===== config.mk =====
export PLATFORM = sky130hd
export DESIGN_NAME = seq_mult_8bits
export DESIGN_NICKNAME = d
export VERILOG_FILES = /design/src/rtl/seq_mult_8bits_pkg.sv /design/src/rtl/seq_mult_8bits_rca.sv /design/src/rtl/seq_mult_8bits.sv
export SDC_FILE = /design/constraint.sdc
export NUM_CORES = 1
export LEC_CHECK = 0
export ABC_AREA = 1
export ABC_CLOCK_PERIOD_IN_PS = 5250
export BUFFER_PORTS_ARGS = -buffer_cell sky130_fd_sc_hd__buf_2
export CAP_MARGIN = 15
export CORE_MARGIN = 2
export CORE_UTILIZATION = 55
export CTS_BUF_LIST = sky130_fd_sc_hd__clkbuf_16
export CTS_CLUSTER_DIAMETER = 80
export DETAILED_ROUTE_END_ITERATION = 16
export GPL_ROUTABILITY_DRIVEN = 0
export GPL_TIMING_DRIVEN = 0
export PLACE_DENSITY_LB_ADDON = 0.08
export SYNTH_ARGS = -nofsm -noshare
export SYNTH_HDL_FRONTEND = slang
export SYNTH_HIERARCHICAL = 1
export SYNTH_SLANG_ARGS = --single-unit

===== constraint.sdc =====
create_clock -name clk -period 5.25 [get_ports clk]
set_input_delay 1.05 -clock clk [delete_from_list [all_inputs] [get_ports clk]]
set_output_delay 1.05 -clock clk [all_outputs]
set_load 0.1 [all_outputs]

===== src/rtl/seq_mult_8bits_pkg.sv =====
// ----------------------------------------------------------------------------
// seq_mult_8bits_pkg
// Shared definitions for the sequential shift-add multiplier:
//   MULT_W  operand width (the fixed ripple-carry adder is 8 bits wide)
//   CNT_W   iteration counter width
//   state_t FSM state encoding (IDLE, RUN, DONE)
//   shift_step() one-bit right shift of the {carry, sum, acc_lo} chain
// ----------------------------------------------------------------------------
package seq_mult_8bits_pkg;

    localparam int MULT_W = 8;
    localparam int CNT_W  = 4;

    typedef enum logic [1:0] {
        S_IDLE = 2'd0,
        S_RUN  = 2'd1,
        S_DONE = 2'd2
    } state_t;

    // Drop the consumed multiplier bit: {c,s,acc_lo} (2W+1 bits) shifted right by one.
    // The carry lands in the MSB of the new accumulator, so nothing is lost.
    function automatic logic [2*MULT_W-1:0] shift_step(
        input logic [MULT_W:0]   carry_sum,
        input logic [MULT_W-1:0] acc_lo
    );
        return {carry_sum, acc_lo[MULT_W-1:1]};
    endfunction

endpackage


===== src/rtl/seq_mult_8bits_rca.sv =====
// ----------------------------------------------------------------------------
// seq_mult_8bits_rca
// 8-bit ripple-carry adder used by the multiplier datapath.
// Ports:
//   a, b  in  [7:0]  addends
//   cin   in         carry in
//   sum   out [7:0]  a + b + cin (low 8 bits)
//   cout  out        carry out
// ----------------------------------------------------------------------------
module seq_mult_8bits_rca (
    input  logic [7:0] a,
    input  logic [7:0] b,
    input  logic       cin,
    output logic [7:0] sum,
    output logic       cout
);

    logic [8:0] carry_s;

    // Full-adder chain, carry rippling from bit 0 upward.
    always_comb begin
        carry_s    = 9'd0;
        sum        = 8'd0;
        carry_s[0] = cin;
        for (int i = 0; i < 8; i++) begin
            sum[i]         = a[i] ^ b[i] ^ carry_s[i];
            carry_s[i + 1] = (a[i] & b[i]) | (carry_s[i] & (a[i] ^ b[i]));
        end
        cout = carry_s[8];
    end

endmodule


===== src/rtl/seq_mult_8bits.sv =====
// ----------------------------------------------------------------------------
// seq_mult_8bits
// Sequential shift-add unsigned multiplier, WIDTH x WIDTH -> 2*WIDTH.
// One multiplier bit is consumed per clock; a start/busy/done handshake
// connects it to the controller.
// Ports:
//   clk      in             rising-edge clock
//   rst_n    in             asynchronous active-low reset
//   start    in             request; a/b sampled when accepted (IDLE or DONE)
//   a        in  [W-1:0]    multiplicand
//   b        in  [W-1:0]    multiplier
//   busy     out            high while iterating (RUN)
//   done     out            one-cycle pulse, product valid (DONE)
//   product  out [2W-1:0]   result, held until the next completed multiply
// ----------------------------------------------------------------------------
module seq_mult_8bits
    import seq_mult_8bits_pkg::*;
#(
    parameter int WIDTH = MULT_W
) (
    input  logic                 clk,
    input  logic                 rst_n,
    input  logic                 start,
    input  logic [WIDTH-1:0]     a,
    input  logic [WIDTH-1:0]     b,
    output logic                 busy,
    output logic                 done,
    output logic [2*WIDTH-1:0]   product
);

    localparam logic [CNT_W-1:0] LAST_CNT = CNT_W'(WIDTH - 1);

    state_t               state_q, state_d;
    logic [CNT_W-1:0]     count_q, count_d;
    logic [WIDTH-1:0]     mcand_q, mcand_d;
    logic [WIDTH-1:0]     acc_hi_q, acc_hi_d;
    logic [WIDTH-1:0]     acc_lo_q, acc_lo_d;
    logic [2*WIDTH-1:0]   product_q, product_d;
    logic                 busy_q, busy_d;
    logic                 done_q, done_d;

    logic [WIDTH-1:0]     sum_s;
    logic                 cout_s;
    logic [WIDTH:0]       add_s;
    logic [2*WIDTH-1:0]   step_s;

    // The adder always sees acc_hi and mcand; gating happens on its output.
    seq_mult_8bits_rca u_rca (
        .a    (acc_hi_q),
        .b    (mcand_q),
        .cin  (1'b0),
        .sum  (sum_s),
        .cout (cout_s)
    );

    // Select the add result only when the current multiplier bit is set.
    always_comb begin
        add_s = {1'b0, acc_hi_q};
        if (acc_lo_q[0]) begin
            add_s = {cout_s, sum_s};
        end else begin
            add_s = {1'b0, acc_hi_q};
        end
        step_s = shift_step(add_s, acc_lo_q);
    end

    // Next-state and datapath update for the IDLE/RUN/DONE sequencer.
    always_comb begin
        state_d   = state_q;
        count_d   = count_q;
        mcand_d   = mcand_q;
        acc_hi_d  = acc_hi_q;
        acc_lo_d  = acc_lo_q;
        product_d = product_q;
        case (state_q)
            S_IDLE, S_DONE: begin
                // DONE with start pending behaves like IDLE: back-to-back issue.
                if (start) begin
                    mcand_d  = a;
                    acc_hi_d = {WIDTH{1'b0}};
                    acc_lo_d = b;
                    count_d  = {CNT_W{1'b0}};
                    state_d  = S_RUN;
                end else begin
                    state_d  = S_IDLE;
                end
            end
            S_RUN: begin
                acc_hi_d = step_s[2*WIDTH-1:WIDTH];
                acc_lo_d = step_s[WIDTH-1:0];
                count_d  = count_q + 4'd1;
                if (count_q == LAST_CNT) begin
                    // Product is captured only on entry to DONE.
                    product_d = step_s;
                    state_d   = S_DONE;
                end else begin
                    state_d   = S_RUN;
                end
            end
            default: begin
                state_d = S_IDLE;
            end
        endcase
        // Outputs are registered copies of the next state's decode.
        busy_d = (state_d == S_RUN);
        done_d = (state_d == S_DONE);
    end

    // State, datapath and output registers.
    always_ff @(posedge clk or negedge rst_n) begin
        if (!rst_n) begin
            state_q   <= S_IDLE;
            count_q   <= 4'd0;
            mcand_q   <= 8'd0;
            acc_hi_q  <= 8'd0;
            acc_lo_q  <= 8'd0;
            product_q <= 16'd0;
            busy_q    <= 1'b0;
            done_q    <= 1'b0;
        end else begin
            state_q   <= state_d;
            count_q   <= count_d;
            mcand_q   <= mcand_d;
            acc_hi_q  <= acc_hi_d;
            acc_lo_q  <= acc_lo_d;
            product_q <= product_d;
            busy_q    <= busy_d;
            done_q    <= done_d;
        end
    end

    assign busy    = busy_q;
    assign done    = done_q;
    assign product = product_q;

endmodule


# Word level (Yosys, flattened, before mapping)
# Cells that the tools add are included.
totals:
  rom_bits: 0
  register_bits: 48
  mem_count: 0
  mem_bits_rw: 0
  word_cells: 68
  output_inout_bits: 18
  input_bits: 19
  latchBits: 0
classes:
  bitwise_logic: 37
  n_shift: 0
  n_addsub: 1
  n_mux: 10
  multipliers: 0
  reduce_logical: 6
  n_lt_le_gt_ge: 0
  n_eq_ne: 6
  div: 0
op_table:
  columns: ["operator", "n"]
  rows:
  - ["8-bit one-hot mux with 2 select lines", 2]
  - ["8-bit 2-to-1 mux", 2]
  - ["1-bit AND", 15]
  - ["1-bit bitwise XOR", 15]
  - ["9-bit 2-to-1 mux", 1]
  - ["4-bit one-hot mux with 2 select lines", 1]
  - ["1-bit OR", 7]
  - ["2-bit AND reduction", 3]
  - ["4-bit by 1-bit adder with 4-bit output (second input constant)", 1]
  - ["2-bit by 1-bit equality test with 1-bit output (second input constant)", 2]
  - ["2-bit equality test (second input constant)", 2]
  - ["4-bit by 3-bit equality test with 1-bit output (second input constant)", 1]
  - ["4-bit 2-to-1 mux", 1]
  - ["2-bit one-hot mux with 2 select lines", 1]
  - ["2-bit logical NOT", 1]
  - ["2-bit 2-to-1 mux", 1]
  - ["2-bit inequality test (second input constant)", 1]
  - ["2-bit nonzero test", 1]
  - ["2-bit OR reduction", 1]
  - ["1-bit 2-to-1 mux", 1]

# Longest topological paths before layout
logic_depth:
  word_depth: 17
  ltp_mapped: 16
  mapped_depth_nobuf: 16

# By module
# Netlist, hierarchy kept.
by_module_without_submodules:
  columns: ["module", "cells_per_inst", "area_per_inst_um2", "instances", "seq_area_each_um2"]
  rows:
  - ["seq_mult_8bits", 249, 2045.7, 1, 1201.2]
  - ["seq_mult_8bits_rca", 18, 197.7, 1, 0.0]

# Worst setup path after synthesis
# Ideal clock, no wire load.
synth_timing:
  path_type: "flip-flop to flip-flop"
  startpoint: "register acc_hi_q[0]"
  endpoint: "register acc_hi_q[6]"
  n_path_buf: 0
  synth_period_minus_slack_ns: 3.742
  path_slack_ns: 1.508
  t_arrival_ns: 3.660
  required_ns: 5.167
  path_stages_with_launch: 17
  setup_ns: 0.083
  cell_sequence: "dfrtp_1 > fa_1 > inv_1 > fa_1 > inv_1 > fa_1 > fa_1 > fa_1 > fa_1 > fa_1 > inv_1 > fa_1 > inv_1 > nand2_1 > o21ai_0 > nand2_1 > o21ai_0"
synth_between:
  elab_chain_cells: 16
synth_rtl:
  columns: ["item", "line", "rtl"]
  rows:
  - ["start: declaration", "seq_mult_8bits.sv:36", "logic [WIDTH-1:0] acc_hi_q, acc_hi_d;"]
  - ["start signal: assignment", "seq_mult_8bits.sv:124", "acc_hi_q <= acc_hi_d;"]
  - ["1-bit AND (2 in series)", "seq_mult_8bits_rca.sv:27", "carry_s[i + 1] = (a[i] & b[i]) | (carry_s[i] & (a[i] ^ b[i]));"]
  - ["1-bit OR", "seq_mult_8bits_rca.sv:27", null]
  - ["1-bit AND", "seq_mult_8bits_rca.sv:27", null]
  - ["1-bit OR", "seq_mult_8bits_rca.sv:27", null]
  - ["1-bit AND", "seq_mult_8bits_rca.sv:27", null]
  - ["1-bit OR", "seq_mult_8bits_rca.sv:27", null]
  - ["1-bit AND", "seq_mult_8bits_rca.sv:27", null]
  - ["1-bit OR", "seq_mult_8bits_rca.sv:27", null]
  - ["1-bit AND", "seq_mult_8bits_rca.sv:27", null]
  - ["1-bit OR", "seq_mult_8bits_rca.sv:27", null]
  - ["1-bit AND", "seq_mult_8bits_rca.sv:27", null]
  - ["1-bit OR", "seq_mult_8bits_rca.sv:27", null]
  - ["1-bit bitwise XOR", "seq_mult_8bits_rca.sv:26", "sum[i] = a[i] ^ b[i] ^ carry_s[i];"]
  - ["via sum_s[7]", "seq_mult_8bits.sv:42", "logic [WIDTH-1:0] sum_s;"]
  - ["9-bit 2-to-1 mux", "seq_mult_8bits.sv:59", "if (acc_lo_q[0]) begin"]
  - ["8-bit one-hot mux with 2 select lines", "seq_mult_8bits.sv:75", "case (state_q)"]
# The timed path passes the listed nets, and every way through them passes these cells.
# A chain may end at the register's enable or synchronous reset.

# Final worst setup path
# Ends and elaborated chain as after synthesis.

==> summary.txt <==
Final TNS setup -> 0 ps
DR vias/cell -> 4.76
Synth cell types -> 20
Post-DRT Antenna Nets -> 0
initial detailed-routing violation count -> 132
full die area -> 4610 um2
via count -> 1720
DRT Wirelength -> 4320 um
Top-Level Pins -> 37
CP startpoint kind -> register
critical path launch point -> acc_hi_q[0]$_DFFE_PN0P_
type of the most critical hold path -> reg2reg
reg2reg path depth -> 16
FF+latch area -> 1200 um2
vias in the first global route -> 1633
status -> finished, final reports clean
initial antenna violation count -> 0
EDFF count, synth -> 0
Yosys top cell by area -> dfrtp_1
FF+latch count, synth -> 48
synthesized netlist cell count -> 267
delay-heaviest family, CP -> adder cells
H-Tree Depth -> 2
RR Endpoint -> acc_hi_q[6]$_DFFE_PN0P_
Commonest cells post-synth -> nand2_1 (133), dfrtp_1 (48), inv_1 (28), o21ai_0 (15), fa_1 (8)
# diodes -> 0
first-pass GRT wire length -> 7090 um
worst r2r src -> acc_hi_q[0]$_DFFE_PN0P_
die width -> 67.9 um
GRT Residual Overflow -> 0
WS Path Type -> reg2reg
CTS tree -> done
Std-Cell Rows -> 23
WP buf/inv -> 4
Initial Util -> 56.5%
Final nets -> 339
clk root buf -> clkbuf_16
Inserted Clock Buffers -> 5
synthesis-to-finish area growth -> 17.7%
Async SR Flop Fraction -> 100%
Core Area -> 3970 um2
Synth Net Count -> 295
synth top area cells -> dfrtp_1 (54%), nand2_1 (22%), fa_1 (7.1%)
area share of the largest cell type after synthesis -> 53.5%
Die Y -> 67.9 um
CP most frequent cell -> fa_1
Pre-antenna DRT Iters -> 4
hold buffers post-CTS -> 0
Max stage delay on crit path -> 430 ps
Worst setup EP type -> register
Setup Fix Bufs, Post-CTS -> 0
r2r setup slk -> 1270 ps
Syn Std Cell Area -> 2240 um2
layout filler cell count -> 358
final setup vio count -> 0
IO buf count -> 36
Clock Latency Late Sink -> 280 ps
area taken by multi-input logic gates -> 881 um2
crit path to -> acc_hi_q[6]$_DFFE_PN0P_
Synth Area per Inst -> 8.40 um2
post-DP HPWL -> 3030 um
Setup Skew -> 6.39 ps
Final Max Tran Viols -> 0
Data arrival, critical path -> 4170 ps
sequential share of the synthesized area -> 53.5%
Worst-path clk slew -> 60 ps
FMAX -> 251 MHz
post-CTS resize count -> 0
Clock Path Buffers -> 2
share of cells above drive strength 1 -> 19.6%
RSZ-0062 raised after global routing -> false
crit-path max FO -> 2
largest net degree at the start of global routing -> 49
GRT Total Usage -> 21.3%
Max Cap Violations -> 0
Most used DFF post-synth -> dfrtp_1
CP max stage cell -> fa_1
clk sink count -> 48
post-layout min period -> 3980 ps
wire per inst -> 12.0 um
CP Depth -> 16
Ys Warns -> 6
CP required -> 5440 ps
CP cell instances -> fa_1, inv_1, fa_1, inv_1, fa_1, fa_1, fa_1, fa_1, fa_1, inv_1, fa_1, inv_1, nand2_1, o21ai_0, nand2_1, o21ai_0
period utilization -> 75.8%
DR DRC count -> 0
final hold vios -> 0
most frequent cell after synthesis -> nand2_1
==> cell families (layout without fill, tap and decap cells) <==
logic type / after synthesis / after routing / share of synthesized area [%]
and+or+nand+nor: 152 / 152 / 27.2
DFF: 48 / 48 / 53.5
buffers and inverters: 38 / 82 / 7.19
AOI/OAI and AO/OA: 19 / 19 / 4.24
adders and majority gates: 9 / 9 / 7.70
other: 1 / 1 / 0.167
==> routing by layer <==
| metal | global-route usage [%] | wire length (um) | part of all wire, % | up-vias |
|---|---|---|---|---|
| met4 | 6.50 | 43 | 1.0 | 0 |
| met3 | 5.43 | 207 | 4.8 | 4 |
| met5 | 0 | 0 | 0 | - |
| met2 | 33.0 | 1960 | 45 | 41 |
| met1 | 29.8 | 2100 | 49 | 781 |
| li1 | - | - | - | 894 |
==> sequential cells by signal, indices dropped and copies added (netlist names) <==
register and count:
acc_hi_q 8, acc_lo_q 8, done 1, count_q 4, product 16, state_q 2, busy 1, mcand_q 8
==> area by class of cell <==
class,count,share of cell area [%]
clock buffers,5,4.74
clock inverters,2,0.332
multi-input cells,181,33.4
plain buffers,8,1.85
inverters,30,4.27
well taps,50,2.37
repair buffers,37,7.58
flip-flops and latches,48,45.5
==> worst register-to-register path: cells and delay by family (launching register included) <==
kind,cells,cell delay (ps)
buffers and inverters,4,260
DFF,1,410
and+or+nand+nor,2,110
adders and majority gates,8,2900
AOI/OAI and AO/OA,2,210
==> metrics by stage <==
step	instances	setup WS [ps]	hold slack, ps	area [um2]	util [%]
floorplan	267	1510	449	2240	-
global placement	353	1290	456	2490	62.6
detailed placement	353	1270	460	2490	62.6
CTS	360	1250	477	2620	66.0
global route	361	1070	503	2640	66.5
finish	361	1270	470	2640	66.5
==> placed cells by master, fill, tap and decap left out <==
cell | Yosys | layout
nand3_1 | 7 | 7
o21ai_1 | 3 | 3
nand2_1 | 133 | 133
nor2_2 | 3 | 3
clkinv_2 | 0 | 1
buf_2 | 6 | 42
fa_1 | 8 | 8
buf_12 | 0 | 1
inv_2 | 2 | 2
o21ai_0 | 15 | 15
nand2_2 | 3 | 3
a21oi_1 | 1 | 1
inv_1 | 28 | 29
dfrtp_1 | 48 | 48
nand4_1 | 2 | 2
conb_1 | 1 | 1
buf_6 | 1 | 1
ha_1 | 1 | 1
buf_4 | 1 | 1
or2_2 | 1 | 1
clkbuf_16 | 0 | 5
nor2_4 | 1 | 1
nor2_1 | 2 | 2
==> worst min path at each step <==
stage | endpoint | cells after the start | slack (ps) | startpoint
floorplan | mcand_q[1]$_DFFE_PN0N_ | 2 | 450 | mcand_q[1]$_DFFE_PN0N_
detailed placement | product[0]$_DFFE_PN0P_ | 2 | 460 | product[0]$_DFFE_PN0P_
CTS | product[0]$_DFFE_PN0P_ | 2 | 480 | product[0]$_DFFE_PN0P_
global placement | product[1]$_DFFE_PN0P_ | 2 | 460 | product[1]$_DFFE_PN0P_
global route | product[0]$_DFFE_PN0P_ | 2 | 500 | product[0]$_DFFE_PN0P_
finish | product[0]$_DFFE_PN0P_ | 2 | 470 | product[0]$_DFFE_PN0P_
Power is left out: the tool's default activity adds up to more than one toggle a clock period on the data nets, which glitch-free logic cannot reach.
